===== src/rtl/uart16550_wb_ctrl.sv =====
// Wishbone master sequencer for one 16550-style UART: programs divisor/LCR/IER,
// then polls LSR and shares the bus round-robin between THR writes and RB reads.
module uart16550_wb_ctrl #(
    parameter int ACK_TIMEOUT   = 255,
    parameter int TX_FIFO_DEPTH = 16
) (
    input  logic        clk,
    input  logic        rst_n,
    input  logic        cfg_start,
    input  logic [15:0] cfg_div,
    input  logic [7:0]  cfg_lcr,
    input  logic [7:0]  cfg_ie,
    output logic        cfg_done,
    input  logic        tx_valid,
    input  logic [7:0]  tx_data,
    output logic        tx_ready,
    output logic        rx_valid,
    output logic [7:0]  rx_data,
    input  logic        rx_ready,
    output logic [3:0]  err_sticky,
    output logic        timeout,
    input  logic        err_clr,
    output logic [4:0]  wb_adr_o,
    output logic [31:0] wb_dat_o,
    input  logic [31:0] wb_dat_i,
    output logic [3:0]  wb_sel_o,
    output logic        wb_we_o,
    output logic        wb_stb_o,
    output logic        wb_cyc_o,
    input  logic        wb_ack_i,
    output logic [2:0]  dbg_state_o
);

    localparam int CW = $clog2(TX_FIFO_DEPTH + 1);
    localparam logic [CW-1:0] CREDIT_FULL = CW'(TX_FIFO_DEPTH);
    localparam logic [7:0] TMO_LAST = 8'(ACK_TIMEOUT - 1);
    localparam logic [4:0] A_DATA = 5'd0;
    localparam logic [4:0] A_IER  = 5'd1;
    localparam logic [4:0] A_LCR  = 5'd3;
    localparam logic [4:0] A_LSR  = 5'd5;

    typedef enum logic [2:0] {
        S_IDLE  = 3'd0,
        S_CFG   = 3'd1,
        S_POLL  = 3'd2,
        S_TX_WR = 3'd3,
        S_RX_RD = 3'd4
    } state_t;

    state_t         state_q, state_d;
    logic [2:0]     cfg_idx_q, cfg_idx_d;
    logic           cfg_done_q, cfg_done_d;
    logic           cfg_pend_q, cfg_pend_d;
    logic           cyc_q, cyc_d;
    logic           we_q, we_d;
    logic [4:0]     adr_q, adr_d;
    logic [3:0]     sel_q, sel_d;
    logic [31:0]    dat_q, dat_d;
    logic [7:0]     tmo_cnt_q, tmo_cnt_d;
    logic           gap_q, gap_d;
    logic [CW-1:0]  credit_q, credit_d;
    logic           last_tx_q, last_tx_d;
    logic           tx_ready_q, tx_ready_d;
    logic           rx_valid_q, rx_valid_d;
    logic [7:0]     rx_data_q, rx_data_d;
    logic [3:0]     err_q, err_d;
    logic           timeout_q, timeout_d;

    logic           iss_en, iss_we;
    logic [4:0]     iss_adr;
    logic [7:0]     iss_byte;
    logic [7:0]     rd_byte;
    logic [CW-1:0]  credit_eff;
    logic           tx_elig, rx_elig;
    logic           ack_hit, tmo_hit;
    logic           unused_lcr7;

    assign unused_lcr7 = cfg_lcr[7];
    assign ack_hit = cyc_q && wb_ack_i;
    assign tmo_hit = cyc_q && !wb_ack_i && (tmo_cnt_q == TMO_LAST);
    assign rd_byte = wb_dat_i[{adr_q[1:0], 3'b000} +: 8];

    always_ff @(posedge clk or negedge rst_n) begin
        if (!rst_n) begin
            state_q    <= S_IDLE;
            cfg_idx_q  <= '0;
            cfg_done_q <= 1'b0;
            cfg_pend_q <= 1'b0;
            cyc_q      <= 1'b0;
            we_q       <= 1'b0;
            adr_q      <= '0;
            sel_q      <= '0;
            dat_q      <= '0;
            tmo_cnt_q  <= '0;
            gap_q      <= 1'b0;
            credit_q   <= '0;
            last_tx_q  <= 1'b0;
            tx_ready_q <= 1'b0;
            rx_valid_q <= 1'b0;
            rx_data_q  <= '0;
            err_q      <= '0;
            timeout_q  <= 1'b0;
        end else begin
            state_q    <= state_d;
            cfg_idx_q  <= cfg_idx_d;
            cfg_done_q <= cfg_done_d;
            cfg_pend_q <= cfg_pend_d;
            cyc_q      <= cyc_d;
            we_q       <= we_d;
            adr_q      <= adr_d;
            sel_q      <= sel_d;
            dat_q      <= dat_d;
            tmo_cnt_q  <= tmo_cnt_d;
            gap_q      <= gap_d;
            credit_q   <= credit_d;
            last_tx_q  <= last_tx_d;
            tx_ready_q <= tx_ready_d;
            rx_valid_q <= rx_valid_d;
            rx_data_q  <= rx_data_d;
            err_q      <= err_d;
            timeout_q  <= timeout_d;
        end
    end

    always_comb begin
        state_d    = state_q;
        cfg_idx_d  = cfg_idx_q;
        cfg_done_d = cfg_done_q;
        cfg_pend_d = cfg_pend_q;
        cyc_d      = cyc_q;
        we_d       = we_q;
        adr_d      = adr_q;
        sel_d      = sel_q;
        dat_d      = dat_q;
        tmo_cnt_d  = tmo_cnt_q;
        gap_d      = 1'b0;
        credit_d   = credit_q;
        last_tx_d  = last_tx_q;
        tx_ready_d = 1'b0;
        rx_valid_d = rx_valid_q;
        rx_data_d  = rx_data_q;
        err_d      = err_q;
        timeout_d  = timeout_q;
        iss_en     = 1'b0;
        iss_we     = 1'b0;
        iss_adr    = '0;
        iss_byte   = '0;
        credit_eff = credit_q;
        tx_elig    = 1'b0;
        rx_elig    = 1'b0;

        if (cfg_start) cfg_pend_d = 1'b1;
        if (rx_valid_q && rx_ready) rx_valid_d = 1'b0;
        if (cyc_q && !wb_ack_i) tmo_cnt_d = tmo_cnt_q + 8'd1;

        // Ack or timeout ends the bus cycle; gap_q forces one extra idle cycle.
        if (ack_hit || tmo_hit) begin
            cyc_d     = 1'b0;
            we_d      = 1'b0;
            adr_d     = '0;
            sel_d     = '0;
            dat_d     = '0;
            tmo_cnt_d = '0;
            gap_d     = 1'b1;
        end
        if (tmo_hit) begin
            timeout_d = 1'b1;
            state_d   = S_IDLE;
        end

        case (state_q)
            S_IDLE: begin
                if (cfg_start || cfg_pend_q) begin
                    state_d    = S_CFG;
                    cfg_done_d = 1'b0;
                    cfg_idx_d  = '0;
                    cfg_pend_d = 1'b0;
                end else if (cfg_done_q) begin
                    state_d = S_POLL;
                end
            end
            S_CFG: begin
                if (cfg_idx_q == 3'd5) begin
                    cfg_done_d = 1'b1;
                    credit_d   = CREDIT_FULL;
                    state_d    = S_IDLE;
                end else if (!cyc_q && !gap_q) begin
                    iss_en = 1'b1;
                    iss_we = 1'b1;
                    case (cfg_idx_q)
                        3'd0:    begin iss_adr = A_LCR;  iss_byte = {1'b1, cfg_lcr[6:0]}; end
                        3'd1:    begin iss_adr = A_DATA; iss_byte = cfg_div[7:0];         end
                        3'd2:    begin iss_adr = A_IER;  iss_byte = cfg_div[15:8];        end
                        3'd3:    begin iss_adr = A_LCR;  iss_byte = {1'b0, cfg_lcr[6:0]}; end
                        default: begin iss_adr = A_IER;  iss_byte = cfg_ie;               end
                    endcase
                end
                if (ack_hit) cfg_idx_d = cfg_idx_q + 3'd1;
            end
            S_POLL: begin
                if (!cyc_q && !gap_q) begin
                    iss_en  = 1'b1;
                    iss_adr = A_LSR;
                end
                if (ack_hit) begin
                    err_d = err_q | rd_byte[4:1];
                    if (rd_byte[5]) credit_eff = CREDIT_FULL;
                    credit_d = credit_eff;
                    tx_elig  = tx_valid && (credit_eff != '0);
                    rx_elig  = rd_byte[0] && !rx_valid_q;
                    // On a tie the side not granted last time wins.
                    if (tx_elig && (!rx_elig || !last_tx_q)) begin
                        state_d   = S_TX_WR;
                        last_tx_d = 1'b1;
                    end else if (rx_elig) begin
                        state_d   = S_RX_RD;
                        last_tx_d = 1'b0;
                    end else begin
                        state_d = S_IDLE;
                    end
                end
            end
            S_TX_WR: begin
                if (!cyc_q && !gap_q) begin
                    iss_en     = 1'b1;
                    iss_we     = 1'b1;
                    iss_adr    = A_DATA;
                    iss_byte   = tx_data;
                    tx_ready_d = 1'b1;
                end
                if (ack_hit) begin
                    if (credit_q != '0) credit_d = credit_q - CW'(1);
                    state_d = S_IDLE;
                end
            end
            S_RX_RD: begin
                if (!cyc_q && !gap_q) begin
                    iss_en  = 1'b1;
                    iss_adr = A_DATA;
                end
                if (ack_hit) begin
                    rx_data_d  = rd_byte;
                    rx_valid_d = 1'b1;
                    state_d    = S_IDLE;
                end
            end
            default: state_d = S_IDLE;
        endcase

        if (iss_en) begin
            cyc_d     = 1'b1;
            we_d      = iss_we;
            adr_d     = iss_adr;
            sel_d     = 4'b0001 << iss_adr[1:0];
            dat_d     = {24'h0, iss_byte} << {iss_adr[1:0], 3'b000};
            tmo_cnt_d = '0;
        end

        if (err_clr) begin
            err_d     = '0;
            timeout_d = 1'b0;
        end
    end

    assign cfg_done    = cfg_done_q;
    assign tx_ready    = tx_ready_q;
    assign rx_valid    = rx_valid_q;
    assign rx_data     = rx_data_q;
    assign err_sticky  = err_q;
    assign timeout     = timeout_q;
    assign wb_adr_o    = adr_q;
    assign wb_dat_o    = dat_q;
    assign wb_sel_o    = sel_q;
    assign wb_we_o     = we_q;
    assign wb_stb_o    = cyc_q;
    assign wb_cyc_o    = cyc_q;
    assign dbg_state_o = state_q;

endmodule

===== config.mk =====
export PLATFORM = sky130hd
export DESIGN_NAME = uart16550_wb_ctrl
export DESIGN_NICKNAME = d
export VERILOG_FILES = /design/src/rtl/uart16550_wb_ctrl.sv
export SDC_FILE = /design/constraint.sdc
export NUM_CORES = 1
export LEC_CHECK = 0
export ABC_AREA = 1
export BUFFER_PORTS_ARGS = -buffer_cell sky130_fd_sc_hd__buf_2
export CORE_MARGIN = 8
export CORE_UTILIZATION = 50
export DETAILED_ROUTE_END_ITERATION = 7
export PLACE_DENSITY = 0.79
export SETUP_SLACK_MARGIN = 0.15
export SLEW_MARGIN = 30
export SYNTH_ARGS = -nofsm -noshare
export SYNTH_HDL_FRONTEND = slang
export SYNTH_SLANG_ARGS = --single-unit
export TNS_END_PERCENT = 50

===== constraint.sdc =====
create_clock -name clk -period 2.6 [get_ports clk]
set_input_delay 0.78 -clock clk [delete_from_list [all_inputs] [get_ports clk]]
set_output_delay 0.78 -clock clk [all_outputs]
set_load 0.05 [all_outputs]

==> results.cfg, run 1 <==
[synth]
ys_seq_area_share_pct = 48.2
synthCells = 555
synth.top_cells.by_area = dfrtp_1, nand2_1, nor2_1
synth.ff_latch_count = 79
ys.warnings.count = 0
synth_ff_type = dfrtp_1
synth-edff-count = 0
yosys.area.top_type = dfrtp_1
synth-async-reset-ratio_pct = 100
ys_types = 30
avgSynthCellArea_um2 = 7.39
netlist.area_leader.share_pct = 48.2
syn_area_um2 = 4100

[detailed_routing]
antenna_left = 0
wl_per_cell_um = 14.3
drtIter0Drc = 190
wirelength_um = 11500
vias = 4019
drc = 0
viasPerCell = 4.99
drt_first_pass_iters = 4

[floorplan]
die_area_um2 = 11400
rows = 33
die_x_um = 107
initial_core_util_pct = 50.7
die_h_um = 107
ios = 142
core_um2 = 8090

[sta]
slew_viol_final = 0
relSlewSlack_pct = 59.6
worst_pin_slew_ns = 0.605
hold_violations = 0
min_period_ns = 2.18
period_share_pct = 84.0
worst_clock_skew_ns = 0.00744
grt_setup_unrepaired = no
timing.setup.tns_ns = 0
setup_violations = 0
fmax_mhz = 458

[placed_design]
place.gp.congestion = 0.879
numPortBuffers = 138
hpwl_um = 8720
dp.cells = 790

[pwr]
vdd_drop_max_v = 0.000490
fin_total_pwr_mw = 5.30
p_leak_nw = 3.02
power.density_nw_per_um2 = 1040

[critical_path]
critPathTopFamily = flip-flops
slowest_delay_ns = 0.68
worstPathCellList = buf_2
cp-start-kind = flop
worstSetupPathType = reg -> out
path_max_fanout = 18
cp-end-kind = output port
cp_data_arrival_time_ns = 1.40
worstPathRequired_ns = 1.82
cp_slowest_cell = dfrtp_1
critPathBufInv = 1

[grt]
overflow = 0
grt_max_degree = 48
antenna_found_initial = 0
groute.usage.overall_pct = 20.7
grt_pass1_wl_um = 19300
grt_pass1_vias = 4069

[clocking]
cts_setup_buffers = 0
cts_tree = done
cts_buffers = 9
cts_hold_buf = 0
clock_latency_ns = 0.36
clkSinkCount = 79
cts_resized = 0
h-tree-depth = 3
ctsRootBufferMaster = clkbuf_8
clk_path_buf_depth = 2
path_clk_slew_ns = 0.08

[finish]
layout-drive-gt1-share_pct = 26.0
antennaDiodeCount = 0
syn2layout_area_growth_pct = 24.9
instances_no_fill = 805
nNetsFinal = 784
fillers = 742

[hold_path]
hold_class = in -> async

[outcome]
status = completed

[flow_run]
maxCapViolations = 0
layer usage:
metal  part of all wire [%]  track usage (%)  vias up
met5                      0                0        -
met4                    2.3             7.94        0
met3                    7.0             5.22       25
met2                     49             34.1      146
met1                     42             25.7     1859
li1                       -                -     1989
registers in the layout, summed over array words and instances (netlist names), 3 cells and up:
register	cells
rx_data	8
cfg_idx_q	3
err_sticky	4
wb_dat_o	32
tmo_cnt_q	8
credit_q	5
dbg_state_o	3
wb_adr_o	3
wb_sel_o	4
per-stage QoR:
step                hold WS, ns  worst slack (ns)  area (um^2)  util [%]
floorplan                 0.450             0.745         4110         -
global placement          0.459             0.484         4890      60.4
detailed placement        0.459             0.424         4890      60.4
CTS                       0.443             0.407         5120      63.3
global route              0.457             0.184         5120      63.3
finish                    0.427             0.417         5120      63.3
layout make-up:
cell class | count | area (um^2) | share of cell area [%]
Sequential cell | 79 | 1980 | 38.6
Multi-Input combinational cell | 416 | 1860 | 36.3
Timing Repair Buffer | 146 | 753 | 14.7
Inverter | 44 | 165 | 3.22
Tap cell | 105 | 131 | 2.56
Clock buffer | 10 | 128 | 2.49
Clock inverter | 5 | 106 | 2.08
cells in the final DEF (no fill, tap or decap), types with 3 or more instances in the layout:
| master | instances |
|---|---|
| o21ai_1 | 3 |
| nor2_1 | 60 |
| nand2_2 | 3 |
| inv_2 | 4 |
| dfrtp_1 | 79 |
| nor2_4 | 3 |
| ha_1 | 9 |
| nor2_2 | 7 |
| nand2_1 | 248 |
| o22ai_1 | 4 |
| o21ai_0 | 24 |
| buf_4 | 9 |
| a21oi_1 | 18 |
| inv_1 | 38 |
| xor2_1 | 4 |
| buf_2 | 137 |
| bufinv_16 | 3 |
| clkbuf_8 | 9 |
| nand3_1 | 18 |
cell families after synthesis:
| group | share of synthesized area, % |
|---|---|
| adder cells (fa/ha/maj) | 2.75 |
| other | 0.0914 |
| AO/OA/AOI/OAI | 6.86 |
| buffers and inverters | 6.50 |
| flip-flops | 48.2 |
| AND/OR/NAND/NOR | 34.5 |
| XOR/XNOR | 1.07 |
power by group:
part / total, mW / internal [mW] / leakage (nW) / switching [mW]
registers: 1.68 / 1.47 / 1.07 / 0.214
clock network: 1.10 / 0.636 / 0.113 / 0.461
logic: 2.53 / 0.651 / 1.83 / 1.87
total: 5.30 / 2.75 / 3.02 / 2.55
synth_stat cells (2+ instances only):
cell type  instances
nand2_1          248
dfrtp_1           79
nor2_1            60
inv_1             38
o21ai_0           24
a21oi_1           18
nand3_1           18
ha_1               9
buf_4              8
nor2_2             7
buf_2              6
inv_2              4
o22ai_1            4
xor2_1             4
clkbuf_1           3
nand2_2            3
nor2_4             3
o21ai_1            3
clkinv_1           2
nand4_1            2
nor3_1             2
or2_2              2
path summary, 6_finish.rpt:
path	start	end	slack, ns	cells past startpoint
setup / recovery	wb_adr_o[0]	wb_adr_o[0]	0.42	1
hold / removal	rst_n	rx_data[7]	0.43	1
setup reg to reg	wb_adr_o[0]	dbg_state_o[1]	0.52	7
hold reg to reg	wb_adr_o[2]	wb_adr_o[2]	0.48	2
max in group asynchronous	rst_n	wb_sel_o[2]	1.57	2
min in group clk	wb_adr_o[2]	wb_adr_o[2]	0.48	2
Note: power is estimated with default switching activity, not from simulation.
==> run 2, diff against run 1 <==
Clock period 2.6 ns to 2.1 ns, I/O delays scaled along.
==> run 2 against run 1 <==
  * Count of clock-buffer cells in the layout did not move
  * Sequential share of layout area hardly changed
  * First-iteration DRC count up 16%
  * Clock power grew 8%
  * Non-clock buffer count is 1 higher
  * Total power rose by 22%
  * Core utilization about the same
==> results.cfg, run 2 (same netlist as run 1, synthesis figures left out) <==
[floorplan]
die_h_um = 107
die_x_um = 107
rows = 33
ios = 142
core_um2 = 8090
initial_core_util_pct = 50.7
die_area_um2 = 11400

[grt]
grt_pass1_wl_um = 19000
grt_max_degree = 36
antenna_found_initial = 0
groute.usage.overall_pct = 20.4
grt_pass1_vias = 4046
overflow = 0

[placed_design]
hpwl_um = 8770
place.gp.congestion = 0.901
numPortBuffers = 138
dp.cells = 791
placed_area_um2 = 4920

[sta]
fmax_mhz = 519
period_share_pct = 91.7
min_period_ns = 1.93
hold_violations = 0
worst_clock_skew_ns = 0.0132
setup_violations = 0
slew_viol_final = 0
timing.setup.tns_ns = 0
grt_setup_unrepaired = yes

[detailed_routing]
wirelength_um = 11400
drc = 0
drt_first_pass_iters = 4
vias = 3997
met2_length_um = 5650
antenna_left = 0
wl_per_cell_um = 14.2
met1_length_um = 4870
route.met3.wl_um = 664
viasPerCell = 4.97
top_layer = met4
drtIter0Drc = 221

[finish]
layout_commonest_cell = nand2_1
layout_common_cells = nand2_1, buf_2, dfrtp_1
antennaDiodeCount = 0
syn2layout_area_growth_pct = 24.9
nNetsFinal = 785
stdcell_area_um2 = 5120
layout-drive-gt1-share_pct = 26.0
instances_no_fill = 805
fillers = 738
largest_reg_flops = 32

[clocking]
ctsRootBufferMaster = clkbuf_8
cts_tree = done
cts_resized = 0
path_clk_slew_ns = 0.08
clkSinkCount = 79
cts_setup_buffers = 0
h-tree-depth = 3
clk_path_buf_depth = 2
cts_buffers = 9
cts_hold_buf = 0
clock_latency_ns = 0.34

[critical_path]
worstPathRequired_ns = 1.47
cp-start-kind = flop
path_max_fanout = 9
worstSetupPathType = reg -> out
slowest_delay_ns = 0.61
critPathBufInv = 1
cp-end-kind = output port
cp_slowest_cell = dfrtp_1
critPathTopFamily = flip-flops
worstPathCellList = buf_2
cp_data_arrival_time_ns = 1.30

[pwr]
vdd_drop_max_v = 0.000569
p_leak_nw = 3.02
power.density_nw_per_um2 = 1270

[outcome]
status = completed

[flow_run]
maxCapViolations = 0

[hold_path]
hold_class = in -> async
[run 2: area by class of cell]
class	instances	area [um^2]	area share, %
tap	105	131	2.57
clock buffer	10	128	2.49
timing repair buffer	147	786	15.3
multi-input combinational	416	1860	36.4
clock inverter	4	72.6	1.42
sequential	79	1980	38.6
inverter	44	165	3.23
[run 2: worst paths after layout]
path                                start  cells past startpoint              to  slack [ns]
max                        dbg_state_o[2]                      1  dbg_state_o[2]        0.17
max reg2reg                dbg_state_o[2]                      8     wb_dat_o[7]        0.26
min in group clk                 rx_ready                      2        rx_valid        0.47
max in group asynchronous           rst_n                      2    wb_dat_o[24]        1.33
min reg2reg                   wb_dat_o[5]                      2     wb_dat_o[5]        0.48
min                                 rst_n                      1      rx_data[6]        0.19
[run 2: through the flow]
| stage | setup WS, ns | total power [mW] | util, % | hold WS [ns] |
|---|---|---|---|---|
| floorplan | 0.245 | 4.41 | - | 0.334 |
| detailed placement | 0.0962 | 5.30 | 60.8 | 0.462 |
| global placement | 0.179 | 5.21 | 60.8 | 0.460 |
| finish | 0.174 | 6.48 | 63.3 | 0.194 |
| CTS | 0.180 | 6.50 | 63.3 | 0.200 |
| global route | 0.137 | 6.93 | 63.3 | 0.209 |
[run 2: power by group]
part | total (mW) | internal, mW | leakage [nW] | switching (mW)
sequential | 2.06 | 1.82 | 1.07 | 0.240
clock | 1.19 | 0.655 | 0.0982 | 0.533
combinational | 3.24 | 0.865 | 1.85 | 2.37
total | 6.48 | 3.34 | 3.02 | 3.15
[run 2: layer usage]
metal / vias up / GRT usage (%)
met5: - / 0
met4: 0 / 7.44
met1: 1857 / 25.6
li1: 1989 / -
met2: 129 / 33.3
met3: 22 / 5.04
